<file path="config.mk">
export PLATFORM = sky130hd
export DESIGN_NAME = time_adjust_counter_flat
export DESIGN_NICKNAME = d
export VERILOG_FILES = /design/src/rtl/time_adjust_counter_pkg.sv /design/src/rtl/time_adjust_counter_if.sv /design/src/rtl/time_adjust_counter_mod_counter.sv /design/src/rtl/time_adjust_counter.sv /design/src/flat_wrapper.sv
export SDC_FILE = /design/constraint.sdc
export NUM_CORES = 1
export LEC_CHECK = 0
export CAP_MARGIN = 5
export CORE_MARGIN = 8
export CORE_UTILIZATION = 49
export CTS_CLUSTER_DIAMETER = 200
export DETAILED_ROUTE_END_ITERATION = 8
export GPL_ROUTABILITY_DRIVEN = 0
export GPL_TIMING_DRIVEN = 0
export HOLD_SLACK_MARGIN = 0.15
export PLACE_DENSITY = 0.72
export SLEW_MARGIN = 20
export SYNTH_ARGS = -nofsm -noshare
export SYNTH_HDL_FRONTEND = slang
export SYNTH_SLANG_ARGS = --single-unit
export TNS_END_PERCENT = 10
</file>
<file path="constraint.sdc">
create_clock -name clk50 -period 2.8 [get_ports clk50]
set_input_delay 0.56 -clock clk50 [delete_from_list [all_inputs] [get_ports clk50]]
set_output_delay 0.56 -clock clk50 [all_outputs]
set_load 0.05 [all_outputs]
</file>
<file path="src/rtl/time_adjust_counter_pkg.sv">
// Shared widths, direction encodings and helpers for the time-of-day register bank.
// bin2bcd8 is only called when BCD_OUT_EN is defined.
package time_pkg;

    localparam int unsigned SEC_W = 6;
    localparam int unsigned MIN_W = 6;
    localparam int unsigned HR_W  = 5;

    localparam logic DIR_INC = 1'b1;
    localparam logic DIR_DEC = 1'b0;

    // Per-field step request presented to a mod_counter
    typedef struct packed {
        logic inc;
        logic dec;
    } step_t;

    // Binary 0..99 to packed {tens, units}
    function automatic logic [7:0] bin2bcd8(input logic [6:0] bin);
        logic [3:0] tens;
        logic [3:0] units;
        tens  = 4'(bin / 7'd10);
        units = 4'(bin % 7'd10);
        return {tens, units};
    endfunction

endpackage

</file>
<file path="src/rtl/time_adjust_counter_if.sv">
// Adjust/tick inputs and time outputs of time_adjust_counter.
// The BCD outputs exist only when BCD_OUT_EN is defined.
interface time_adjust_counter_if;

    logic                       tick_1hz;
    logic                       c1s;
    logic                       c1m;
    logic                       c1h;
    logic                       c0s;
    logic                       c0m;
    logic                       c0h;
    logic                       dis_s;
    logic                       dis_m;
    logic                       dis_h;
    logic [time_pkg::SEC_W-1:0] sec;
    logic [time_pkg::MIN_W-1:0] min;
    logic [time_pkg::HR_W-1:0]  hour;
    logic                       day_wrap;
`ifdef BCD_OUT_EN
    logic [7:0]                 sec_bcd;
    logic [7:0]                 min_bcd;
    logic [7:0]                 hour_bcd;

    modport master (
        output tick_1hz, c1s, c1m, c1h, c0s, c0m, c0h, dis_s, dis_m, dis_h,
        input  sec, min, hour, day_wrap, sec_bcd, min_bcd, hour_bcd
    );

    modport slave (
        input  tick_1hz, c1s, c1m, c1h, c0s, c0m, c0h, dis_s, dis_m, dis_h,
        output sec, min, hour, day_wrap, sec_bcd, min_bcd, hour_bcd
    );
`else
    modport master (
        output tick_1hz, c1s, c1m, c1h, c0s, c0m, c0h, dis_s, dis_m, dis_h,
        input  sec, min, hour, day_wrap
    );

    modport slave (
        input  tick_1hz, c1s, c1m, c1h, c0s, c0m, c0h, dis_s, dis_m, dis_h,
        output sec, min, hour, day_wrap
    );
`endif

endinterface

</file>
<file path="src/rtl/time_adjust_counter_mod_counter.sv">
// Modulo-N up/down counter for one time field; inc wins over dec.
// wrap flags, combinationally, that this cycle's inc takes the field from N-1 to 0.
module mod_counter #(
    parameter int unsigned N = 60,
    parameter int unsigned W = 6
) (
    input  logic         clk50,
    input  logic         reset,
    input  logic         inc,
    input  logic         dec,
    output logic [W-1:0] q,
    output logic         wrap
);

    localparam logic [W-1:0] MAX_V  = W'(N - 1);
    localparam logic [W-1:0] ZERO_V = {W{1'b0}};
    localparam logic [W-1:0] ONE_V  = W'(1);

    logic [W-1:0] q_q;
    logic [W-1:0] q_d;

    // Next value and inc-wrap detection
    always_comb begin
        q_d  = q_q;
        wrap = 1'b0;
        if (inc) begin
            if (q_q == MAX_V) begin
                q_d  = ZERO_V;
                wrap = 1'b1;
            end else begin
                q_d  = q_q + ONE_V;
            end
        end else if (dec) begin
            if (q_q == ZERO_V) begin
                q_d = MAX_V;
            end else begin
                q_d = q_q - ONE_V;
            end
        end else begin
            q_d = q_q;
        end
    end

    // Field register
    always_ff @(posedge clk50 or negedge reset) begin
        if (!reset) begin
            q_q <= ZERO_V;
        end else begin
            q_q <= q_d;
        end
    end

    assign q = q_q;

endmodule

</file>
<file path="src/rtl/time_adjust_counter.sv">
// HH:MM:SS register bank driven by a 1 Hz tick and the key FSM's push/direction adjust protocol.
// Optional macro BCD_OUT_EN adds registered BCD copies of the three fields.
module time_adjust_counter
    import time_pkg::*;
#(
    parameter int unsigned SECONDS = 60,
    parameter int unsigned MINUTES = 60,
    parameter int unsigned HOURS   = 24
) (
    input  logic                 clk50,
    input  logic                 reset,
    time_adjust_counter_if.slave bus
);

    logic             c1s_q;
    logic             c1m_q;
    logic             c1h_q;
    logic             armed_q;
    logic             tick_pend_q;
    logic             tick_pend_d;
    logic             day_wrap_q;
    logic             day_wrap_d;

    logic             ev_s_s;
    logic             ev_m_s;
    logic             ev_h_s;
    logic             any_ev_s;
    logic             any_dis_s;
    logic             tick_apply_s;

    step_t            sec_step_s;
    step_t            min_step_s;
    step_t            hour_step_s;
    logic             sec_wrap_s;
    logic             min_wrap_s;
    logic             hour_wrap_s;
    logic [SEC_W-1:0] sec_s;
    logic [MIN_W-1:0] min_s;
    logic [HR_W-1:0]  hour_s;

    // Push-strobe history; armed_q blinds the first cycle after reset so a held-low strobe is not an event
    always_ff @(posedge clk50 or negedge reset) begin
        if (!reset) begin
            c1s_q   <= 1'b1;
            c1m_q   <= 1'b1;
            c1h_q   <= 1'b1;
            armed_q <= 1'b0;
        end else begin
            c1s_q   <= bus.c1s;
            c1m_q   <= bus.c1m;
            c1h_q   <= bus.c1h;
            armed_q <= 1'b1;
        end
    end

    // Adjust events, tick arbitration and the single-entry pending tick
    always_comb begin
        ev_s_s       = armed_q & c1s_q & ~bus.c1s;
        ev_m_s       = armed_q & c1m_q & ~bus.c1m;
        ev_h_s       = armed_q & c1h_q & ~bus.c1h;
        any_ev_s     = ev_s_s | ev_m_s | ev_h_s;
        any_dis_s    = bus.dis_s | bus.dis_m | bus.dis_h;
        tick_apply_s = (bus.tick_1hz | tick_pend_q) & ~any_ev_s & ~any_dis_s;
        if (any_dis_s) begin
            tick_pend_d = 1'b0;
        end else if (any_ev_s) begin
            tick_pend_d = tick_pend_q | bus.tick_1hz;
        end else begin
            tick_pend_d = 1'b0;
        end
    end

    // Seconds: the tick or its own adjust
    always_comb begin
        sec_step_s.inc = tick_apply_s | (ev_s_s & (bus.c0s == DIR_INC));
        sec_step_s.dec = ev_s_s & (bus.c0s == DIR_DEC);
    end

    // Minutes: seconds carry or its own adjust (adjust never carries)
    always_comb begin
        min_step_s.inc = (tick_apply_s & sec_wrap_s) | (ev_m_s & (bus.c0m == DIR_INC));
        min_step_s.dec = ev_m_s & (bus.c0m == DIR_DEC);
    end

    // Hours: minutes carry or its own adjust
    always_comb begin
        hour_step_s.inc = (tick_apply_s & sec_wrap_s & min_wrap_s) | (ev_h_s & (bus.c0h == DIR_INC));
        hour_step_s.dec = ev_h_s & (bus.c0h == DIR_DEC);
    end

    // Day rollover only counts when the tick itself carried through all three fields
    always_comb begin
        day_wrap_d = tick_apply_s & sec_wrap_s & min_wrap_s & hour_wrap_s;
    end

    // Pending tick and day-wrap pulse registers
    always_ff @(posedge clk50 or negedge reset) begin
        if (!reset) begin
            tick_pend_q <= 1'b0;
            day_wrap_q  <= 1'b0;
        end else begin
            tick_pend_q <= tick_pend_d;
            day_wrap_q  <= day_wrap_d;
        end
    end

    mod_counter #(.N(SECONDS), .W(SEC_W)) u_sec (
        .clk50 (clk50),
        .reset (reset),
        .inc   (sec_step_s.inc),
        .dec   (sec_step_s.dec),
        .q     (sec_s),
        .wrap  (sec_wrap_s)
    );

    mod_counter #(.N(MINUTES), .W(MIN_W)) u_min (
        .clk50 (clk50),
        .reset (reset),
        .inc   (min_step_s.inc),
        .dec   (min_step_s.dec),
        .q     (min_s),
        .wrap  (min_wrap_s)
    );

    mod_counter #(.N(HOURS), .W(HR_W)) u_hour (
        .clk50 (clk50),
        .reset (reset),
        .inc   (hour_step_s.inc),
        .dec   (hour_step_s.dec),
        .q     (hour_s),
        .wrap  (hour_wrap_s)
    );

    assign bus.sec      = sec_s;
    assign bus.min      = min_s;
    assign bus.hour     = hour_s;
    assign bus.day_wrap = day_wrap_q;

`ifdef BCD_OUT_EN
    logic [7:0] sec_bcd_q;
    logic [7:0] min_bcd_q;
    logic [7:0] hour_bcd_q;

    // BCD copies trail the binary fields by one cycle
    always_ff @(posedge clk50 or negedge reset) begin
        if (!reset) begin
            sec_bcd_q  <= 8'h00;
            min_bcd_q  <= 8'h00;
            hour_bcd_q <= 8'h00;
        end else begin
            sec_bcd_q  <= bin2bcd8(7'(sec_s));
            min_bcd_q  <= bin2bcd8(7'(min_s));
            hour_bcd_q <= bin2bcd8(7'(hour_s));
        end
    end

    assign bus.sec_bcd  = sec_bcd_q;
    assign bus.min_bcd  = min_bcd_q;
    assign bus.hour_bcd = hour_bcd_q;
`endif

endmodule

</file>
<file path="src/flat_wrapper.sv">
// flat-port wrapper written by rule: the top's interface ports become plain ports
module time_adjust_counter_flat import time_pkg::*;
#(
    parameter int unsigned SECONDS = 60,
    parameter int unsigned MINUTES = 60,
    parameter int unsigned HOURS   = 24
)
  (clk50, reset, bus_tick_1hz, bus_c1s, bus_c1m, bus_c1h, bus_c0s, bus_c0m, bus_c0h, bus_dis_s, bus_dis_m, bus_dis_h, bus_sec, bus_min, bus_hour, bus_day_wrap);
  time_adjust_counter_if bus_i ();
  input  logic clk50;
  input  logic reset;
  input wire logic [$bits(bus_i.tick_1hz)-1:0] bus_tick_1hz;
  input wire logic [$bits(bus_i.c1s)-1:0] bus_c1s;
  input wire logic [$bits(bus_i.c1m)-1:0] bus_c1m;
  input wire logic [$bits(bus_i.c1h)-1:0] bus_c1h;
  input wire logic [$bits(bus_i.c0s)-1:0] bus_c0s;
  input wire logic [$bits(bus_i.c0m)-1:0] bus_c0m;
  input wire logic [$bits(bus_i.c0h)-1:0] bus_c0h;
  input wire logic [$bits(bus_i.dis_s)-1:0] bus_dis_s;
  input wire logic [$bits(bus_i.dis_m)-1:0] bus_dis_m;
  input wire logic [$bits(bus_i.dis_h)-1:0] bus_dis_h;
  output wire logic [$bits(bus_i.sec)-1:0] bus_sec;
  output wire logic [$bits(bus_i.min)-1:0] bus_min;
  output wire logic [$bits(bus_i.hour)-1:0] bus_hour;
  output wire logic [$bits(bus_i.day_wrap)-1:0] bus_day_wrap;
  assign bus_i.tick_1hz = bus_tick_1hz;
  assign bus_i.c1s = bus_c1s;
  assign bus_i.c1m = bus_c1m;
  assign bus_i.c1h = bus_c1h;
  assign bus_i.c0s = bus_c0s;
  assign bus_i.c0m = bus_c0m;
  assign bus_i.c0h = bus_c0h;
  assign bus_i.dis_s = bus_dis_s;
  assign bus_i.dis_m = bus_dis_m;
  assign bus_i.dis_h = bus_dis_h;
  assign bus_sec = bus_i.sec;
  assign bus_min = bus_i.min;
  assign bus_hour = bus_i.hour;
  assign bus_day_wrap = bus_i.day_wrap;
  time_adjust_counter #(.SECONDS(SECONDS), .MINUTES(MINUTES), .HOURS(HOURS)) u_core (.clk50(clk50), .reset(reset), .bus(bus_i));
endmodule
</file>
After elaboration in Yosys (flattened, before gate mapping)
Cells that the tools add are included.
{ "word_totals": {"wordCells": 77, "regBits": 23, "out_inout_bits": 18, "inputBits": 12} }
{ "classes": {"mux": 20, "n_addsub": 6, "eq_ne": 3, "reduce_logical": 6, "bitwise": 33} }
{ "op_table": {"columns": ["operator", "count"], "rows": [
  ["$mux 6", 8],
  ["$mux 5", 4],
  ["$and 1x1->1", 17],
  ["$add 6x1->6 const B", 2],
  ["$eq 6x6->1 const B", 2],
  ["$logic_not 6->1", 2],
  ["$sub 6x1->6 const B", 2],
  ["$mux 1", 8],
  ["$not 1->1", 8],
  ["$or 1x1->1", 8],
  ["$reduce_bool 2->1", 3],
  ["$add 5x1->5 const B", 1],
  ["$eq 5x5->1 const B", 1],
  ["$logic_not 5->1", 1],
  ["$sub 5x1->5 const B", 1]
]} }

Depth between registers and ports, before layout
Gate-level depths: netlist (run 1).
{ "depth": {"ltp_word": 16, "ltp_mapped": 7} }

Hierarchy
A second synthesis (run 1) with hierarchy kept.
{ "unflattened": {"hier_cells": 189, "area_unflattened_um2": 1779.2} }
{ "by_module_without_submodules": {"columns": ["mod", "n_inst", "cells_per_inst", "area_each_um2", "seq_area_each_um2"], "rows": [
  ["mod_counter at u_core.u_min", 1, 67, 555.5, 150.1],
  ["mod_counter at u_core.u_sec", 1, 57, 546.8, 150.1],
  ["mod_counter at u_core.u_hour", 1, 38, 365.4, 125.1],
  ["time_adjust_counter", 1, 27, 311.5, 153.9]
]} }

Worst setup path after synthesis (run 1)
No wires, ideal clock.
{ "synth_timing": {"kind": "reg-to-reg", "startpoint": "register u_core.u_sec.q_q[0] (netlist: u_core.u_sec.q[0])", "endpoint": "register u_core.u_hour.q_q[1] (netlist: u_core.u_hour.q[1])", "setup_ps": 125, "slack_ps": 605, "arrival_ps": 2070, "n_path_buf": 0, "stages_incl_launch_ff": 7, "period_less_slack_ps": 2195, "required_time_ps": 2675, "cell_sequence": "dfrtp_1 ha_1 nand4_2 nor4_2 nand3_2 nand2_1 mux2_2"} }
{ "synth_between": {"elab_chain_cells": 9} }
{ "synth_rtl": {"columns": ["element", "line", "rtl"], "rows": [
  ["start: declaration", "time_adjust_counter_mod_counter.sv:19", "logic [W-1:0] q_q;"],
  ["start signal: assignment", "time_adjust_counter_mod_counter.sv:49", "q_q <= q_d;"],
  ["$eq 6x6->1 (*)", "time_adjust_counter_mod_counter.sv:27", "if (q_q == MAX_V) begin"],
  ["$mux 1 (*)", "time_adjust_counter_mod_counter.sv:27", null],
  ["$mux 1 (*)", "time_adjust_counter_mod_counter.sv:26", "if (inc) begin"],
  ["$and 1x1->1 (*)", "time_adjust_counter.sv:81, time_adjust_counter.sv:87", null],
  ["$or 1x1->1", "time_adjust_counter.sv:81", "min_step_s.inc = (tick_apply_s & sec_wrap_s) | (ev_m_s & (bus.c0m == DIR_INC));"],
  ["$mux 1", "time_adjust_counter_mod_counter.sv:26", null],
  ["$and 1x1->1 (*)", "time_adjust_counter.sv:87", "hour_step_s.inc = (tick_apply_s & sec_wrap_s & min_wrap_s) | (ev_h_s & (bus.c0h == DIR_INC));"],
  ["$or 1x1->1 (*)", "time_adjust_counter.sv:87", null],
  ["$mux 5 or $reduce_bool 2->1 (tied branches)", null, null],
  ["end signal: assignment", "time_adjust_counter_mod_counter.sv:49", null],
  ["end: declaration", "time_adjust_counter_mod_counter.sv:19", null]
]} }
Every way passes the cells marked *; elsewhere a longest branch is shown, timed or not.
A chain may end at the register's enable or synchronous reset.

Worst setup path in the final report (run 1)
{ "layout_timing": {"startpoint": "register u_core.u_min.q_q[1] (netlist: u_core.u_min.q[1])", "endpoint": "output port bus_min[1]"} }
{ "layout_lines": {"columns": ["element", "line", "rtl"], "rows": [
  ["start: declaration", "time_adjust_counter_mod_counter.sv:19", null],
  ["start signal: assignment", "time_adjust_counter_mod_counter.sv:49", null],
  ["end: declaration", "flat_wrapper.sv:23", "output wire logic [$bits(bus_i.min)-1:0] bus_min;"]
]} }
No word-level cell between the ends.

==> impl_metrics.csv, run 1 <==
group,metric,value,unit
critical_path,crit_buf_inv,1,
cts,cts_tree,"done",
route,wl_met1,2134,um
grt,grt_pass1_wl,8245,um
timing,max_freq,0.4534,GHz
cts,cts_root_buf,"clkbuf_8",
synthesis,synth-seq-cells,23,
synthesis,synthCells,219,
critical_path,crit_required,2240,ps
critical_path,reg2reg_depth,6,
timing,tightest_slew,555.7,ps
cts,cts_made_buffers,3,
placement,io_buffer_count,28,
timing,final-setup-viol-count,0,
grt,grt_overflow_total,0,
cts,cts.reportedPaths.clkPinSlew,90,ps
route,ant_nets,0,
floorplanning,core.rowCount,22,
synthesis,synth-simple-area-share,23.15,%
cts,clkLatencyLatePin,270,ps
floorplanning,initial_core_util,51.48,%
timing,post-route-period-util,78.76,%
grt,grt_max_degree,24,
route,drc,0,
cts,htreeDepth,1,
timing,fin_hold_ws,270.9,ps
route,routed-wl-met2,2041,um
synthesis,yosysSeqAreaShare,30.28,%
cts,cts.repair.resized,0,
timing,skew,5.098,ps
synthesis,synthesis.nets,239,
outcome,outcome,"finished, final reports clean",
grt,antenna_found_initial,0,
synthesis,netlist_area,1913,um^2
route,routed_wl,4535,um
timing,fin_tns_setup,0,ps
route,drtIter0Drc,238,
synthesis,synth_xor_area_share,1.831,%
route,dr.pass1.iters,4,
timing,slew_violations,0,
critical_path,cp_top_family,"buffers and inverters",
cts,cts_hold_buf,0,
synthesis,yosys-top-cells-area,"dfrtp_1 (26%), ha_1 (5.2%), dfstp_2 (4.1%), o21ai_0 (3.7%), nand2_1 (3.1%)",
cts,clk_path_buf_depth,2,
floorplanning,die_x,78.49,um
route,avgRoutedWirePerCell,15.17,um
power_and_ir_drop,fin_total_pwr,2.053,mW
critical_path,critPathMaxStageDelay,870,ps
critical_path,startpoint_type,"flip-flop",
final_layout,diodes,0,
power_and_ir_drop,p_leak,0.9172,nW
final_layout,nFillCells,334,
critical_path,cp_data_arrival_time,1650,ps
timing,slew_headroom,62.95,%
grt,grt_pass1_vias,1761,
cts,clock_sinks,23,
floorplanning,die_y,78.49,um
route,post_drt_via_cell_ratio,5.890,
synthesis,synth_edf_count,0,
route,num_vias,1761,
critical_path,crit_chain,"clkdlybuf4s50_1",
critical_path,cp_num_cells,1,
synthesis,yosys_warnings,0,
power_and_ir_drop,p_per_area,895.1,nW/um^2
synthesis,yosysUniqueCellTypes,59,
timing,rsz0062_at_grt,"no",
timing,post-route-min-period,2205,ps
route,top_layer_used,"met4",
critical_path,cp-end-kind,"output port",
synthesis,synth_compound_area_share,27.01,%
synthesis,muxShareOfSynthArea,5.559,%
cts,post-cts-setup-buffer-count,0,
floorplanning,dieArea,6160,um^2
timing,hold_viol,0,
job,cap_violations,0,
final_layout,drive_gt1_share,14.74,%
grt,grt_usage,15.76,%
synthesis,synth_top_family_by_area,"compound AO/OA/AOI/OAI gates",
synthesis,ys.flop_type,"dfrtp_1",
critical_path,worst_path_max_delay_cell,"clkdlybuf4s50_1",
final_layout,area_growth,19.88,%
floorplanning,ios,30,
power_and_ir_drop,ir_drop,0.0005045,V
critical_path,path_class,"flip-flop to output port",
synthesis,netlist.area_leader.share,26.16,%
placement,post-dp-hpwl,3382,um
critical_path,critPathMaxFanout,9,
floorplanning,core_area,3716,um^2
synthesis,ys_async_sr_fraction,100.0,%
synthesis,synth-adder-area-share,5.232,%
synthesis,yosys.area.top_type,"dfrtp_1",
route,wl_met3,314,um
min_path,hold_class,"input pin to asynchronous set/reset pin",
final_layout,fin_nets,272,
synthesis,avgSynthCellArea,8.736,um^2
## power breakdown
group	total (mW)	internal, mW	switching [mW]
logic	1.29	0.488	0.802
clock network	0.212	0.102	0.110
registers	0.550	0.427	0.123
total	2.05	1.02	1.04
## per-stage QoR
step | std cells | setup slack [ps] | utilization, % | cell area [um^2]
3_5_place_dp | 295 | 313.8 | 60.64 | 2253
3_3_place_gp | 295 | 359.7 | 60.64 | 2253
6_report | 299 | 594.6 | 61.72 | 2293
4_1_cts | 299 | 581.0 | 61.85 | 2298
5_1_grt | 299 | 454.3 | 61.72 | 2293
2_1_floorplan | 219 | 605.3 | - | 1913
## cell type report
class / count / area [um^2] / share of cell area, %
Multi-Input combinational cell: 169 / 1205 / 52.54
Tap cell: 48 / 60.06 / 2.619
Buffer: 13 / 76.32 / 3.328
Clock buffer: 4 / 45.04 / 1.964
Inverter: 14 / 52.55 / 2.291
Timing Repair Buffer: 28 / 275.3 / 12.00
Sequential cell: 23 / 579.3 / 25.26
## kinds of logic after synthesis
logic type	after synthesis
AND/OR/NAND/NOR	77
AO/OA/AOI/OAI	69
buffers and inverters	27
flip-flops	23
multiplexers	10
adder cells (fa/ha/maj)	8
XOR/XNOR	4
other	1
## per-layer routing
layer	global-route usage [%]	vias to the layer above
li1	-	880
met1	22.06	817
met2	23.94	60
met3	3.189	4
met4	4.074	0
met5	0	-
## worst paths after layout
check / start / to / slack [ps]
setup reg to reg: u_core.u_sec.q[0]$_DFFE_PN0P_ / u_core.u_hour.q[1]$_DFFE_PN0P_ / 600
min in group clk50: u_core.u_hour.q[3]$_DFFE_PN0P_ / u_core.u_hour.q[3]$_DFFE_PN0P_ / 580
hold / removal: reset / u_core.u_hour.q[1]$_DFFE_PN0P_ / 270
setup / recovery: u_core.u_min.q[1]$_DFFE_PN0P_ / bus_min[1] / 590
max in group asynchronous: reset / u_core.c1m_q$_DFF_PN1_ / 2150
hold reg to reg: u_core.u_hour.q[3]$_DFFE_PN0P_ / u_core.u_hour.q[3]$_DFFE_PN0P_ / 580
## state kept, by name, indices dropped and copies added (netlist names)
name                 flops
u_core.tick_pend_q       1
u_core.u_hour.q          5
u_core.u_min.q           6
u_core.armed_q           1
u_core.bus.day_wrap      1
u_core.c1m_q             1
u_core.c1s_q             1
u_core.c1h_q             1
u_core.u_sec.q           6
## cell usage in the layout (no fill, tap or decap), drive strengths merged, types with 6 or more instances in the layout
| master | netlist | layout |
|---|---|---|
| clkbuf | 5 | 9 |
| ha | 8 | 8 |
| dfrtp | 20 | 20 |
| inv | 14 | 14 |
| nand2 | 16 | 16 |
| nand3 | 8 | 8 |
| a21oi | 10 | 10 |
| a31oi | 8 | 8 |
| nor2 | 17 | 17 |
| clkdlybuf4s50 | 0 | 27 |
| nor3 | 6 | 6 |
| buf | 8 | 9 |
| and3 | 6 | 6 |
| o21ai | 14 | 14 |
## cells in the mapped netlist (all sizes together), types with 2 or more instances
cell,n
o31ai,3
dfstp,3
nand3b,3
nor3,6
nand2b,2
clkbuf,5
o211ai,3
ha,8
nand2,16
nand4b,2
o21a,2
a31oi,8
a311oi,5
inv,14
a211oi,4
dfrtp,20
nor2,17
o221ai,2
a22oi,2
o21ai,14
nand3,8
o22ai,2
a41oi,2
nor4,5
mux2i,5
and3,6
nor2b,5
a21o,3
nor3b,2
a21oi,10
o31a,2
buf,8
mux2,5
o22a,2
xnor2,3
(Power assumes the default switching activity.)
==> inputs of run 2 (changes only) <==
- PLACE_DENSITY: 0.72 -> 0.75
- clock period: 2.8 -> 2 ns (I/O delays scaled with it)
==> run 2 against run 1 <==
Against the previous run: die area did not move; power rose by 45%; via count rose by 4.7%; register-to-register slack got worse by 540 ps; cell area rose by 8.0%; sequential power rose by 39%; sequential share of layout area fell by 1.7 points; sequential cell count did not move; global-route usage fell by 1.2 points; clock-buffer cell count fell by 1; highest routed layer unchanged.
==> impl_metrics.csv, run 2 (synthesis results as in run 1) <==
group,metric,value,unit
outcome,outcome,"finished, final reports clean",
placement,post-dp-hpwl,3331,um
timing,max_freq,0.5089,GHz
critical_path,cp-end-kind,"flip-flop",
cts,clkLatencyLatePin,270,ps
final_layout,multi_input_area,1266,um^2
route,drc,0,
route,drtIter0Drc,174,
timing,fin_hold_ws,274.3,ps
timing,post-route-min-period,1965,ps
critical_path,crit_required,2160,ps
cts,clock_sinks,23,
timing,fin_tns_setup,0,ps
placement,io_buffer_count,28,
floorplanning,core.rowCount,22,
power_and_ir_drop,ir_drop,0.0006262,V
timing,slew_headroom,65.60,%
final_layout,final_util,66.63,%
cts,cts_made_buffers,3,
final_layout,final_common_cell,"clkdlybuf4s50_1",
placement,dpl_worst_slack,-300.4,ps
timing,final-setup-viol-count,0,
cts,cts.reportedPaths.clkPinSlew,90,ps
timing,hold_viol,0,
floorplanning,core_area,3716,um^2
cts,clk_path_buf_depth,2,
critical_path,cp_data_arrival_time,2120,ps
critical_path,critPathMaxStageDelay,450,ps
timing,post-route-period-util,98.25,%
final_layout,final_cell_mix,"clkdlybuf4s50_1 (24), dfrtp_1 (17), nor2_1 (16)",
floorplanning,dieArea,6160,um^2
floorplanning,initial_core_util,51.48,%
min_path,worstHoldPathCells,1,
final_layout,fin_nets,287,
timing,skew,8.399,ps
critical_path,path_class,"input pin to flip-flop",
grt,grt_max_degree,24,
floorplanning,die_y,78.49,um
cts,htreeDepth,1,
cts,cts_tree,"done",
critical_path,reg2reg_depth,7,
critical_path,crit_buf_inv,2,
critical_path,cp_top_family,"simple AND/OR/NAND/NOR gates",
cts,cts_root_buf,"clkbuf_8",
final_layout,drive_gt1_share,22.18,%
job,cap_violations,0,
final_layout,area_growth,29.43,%
route,ant_nets,0,
power_and_ir_drop,p_per_area,1203,nW/um^2
floorplanning,die_x,78.49,um
critical_path,crit_chain,"clkdlybuf4s50_1 -> nor4_4 -> buf_6 -> nand3_2 -> nand2_2 -> mux2_2",
critical_path,startpoint_type,"input pin",
power_and_ir_drop,p_leak,1.010,nW
route,post_drt_via_cell_ratio,5.869,
critical_path,critPathMaxFanout,10,
timing,slew_violations,0,
grt,grt_pass1_wl,7659,um
floorplanning,ios,30,
route,num_vias,1843,
timing,tightest_slew,516.0,ps
critical_path,worst_path_max_delay_cell,"nor4_4",
final_layout,regArea,583.1,um^2
power_and_ir_drop,fin_total_pwr,2.979,mW
grt,grt_usage,14.59,%
route,dr.pass1.iters,4,
critical_path,cp_num_cells,6,
grt,antenna_found_initial,0,
final_layout,nFillCells,317,
timing,fin_ws,34.98,ps
route,routed_wl,4741,um
route,avgRoutedWirePerCell,15.10,um
final_layout,diodes,0,
min_path,hold_class,"input pin to flip-flop",
grt,grt_pass1_vias,1646,
grt,grt_overflow_total,0,
==> run 2: routing by layer <==
| metal | wire [um] | track usage [%] | up-vias |
|---|---|---|---|
| met5 | 0 | 0 | - |
| met4 | 53 | 4.444 | 0 |
| met3 | 244 | 1.936 | 4 |
| met2 | 2150 | 21.54 | 54 |
| met1 | 2294 | 21.31 | 877 |
| li1 | - | - | 908 |
==> run 2: final timing paths <==
check / start / endpoint / slack (ps)
min: bus_c1s / u_core.c1s_q$_DFF_PN1_ / 270
max reg2reg: u_core.u_sec.q[0]$_DFFE_PN0P_ / u_core.u_min.q[2]$_DFFE_PN0P_ / 60
max in group asynchronous: reset / u_core.u_sec.q[0]$_DFFE_PN0P_ / 980
min in group asynchronous: reset / u_core.u_hour.q[0]$_DFFE_PN0P_ / 640
max: bus_dis_h / u_core.u_hour.q[1]$_DFFE_PN0P_ / 30
min reg2reg: u_core.u_sec.q[0]$_DFFE_PN0P_ / u_core.u_sec.q[0]$_DFFE_PN0P_ / 570
==> run 2: stage by stage <==
stage / cell area, um^2 / instances
after detailed placement: 2260 / 295
after CTS: 2313 / 299
final: 2476 / 314
after global routing: 2476 / 314
after floorplan: 1919 / 219
after global placement: 2260 / 295
==> run 2: power breakdown <==
part / switching (mW) / leakage, nW / internal, mW
logic: 1.17 / 0.712 / 0.748
clock network: 0.154 / 0.0255 / 0.139
registers: 0.164 / 0.272 / 0.603
==> run 2: worst reg2reg max path, delay by kind of cell (launching register included) <==
family	cells	cell delay, ps
muxes	1	380
AOI/OAI and AO/OA	2	420
buffers and inverters	1	140
DFF	1	460
adders and majority gates	1	250
and+or+nand+nor	2	210
==> run 2: cell type report <==
class	instances	share of cell area [%]
buffer	13	3.082
timing repair buffer	43	15.82
inverter	14	2.122
tap	48	2.425
sequential	23	23.55
multi-input combinational	169	51.14
clock buffer	3	1.668
clock inverter	1	0.2021
==> run 2: what timing repair did <==
item | CTS | global route
hold buffers | 0 | 1
endpoints found under the hold margin | 0 | 20
endpoints found under the setup margin | 3 | 15
setup buffers | 0 | 13
resized for setup | 2 | 10
pin swaps | 0 | 6
gates cloned | 0 | 1
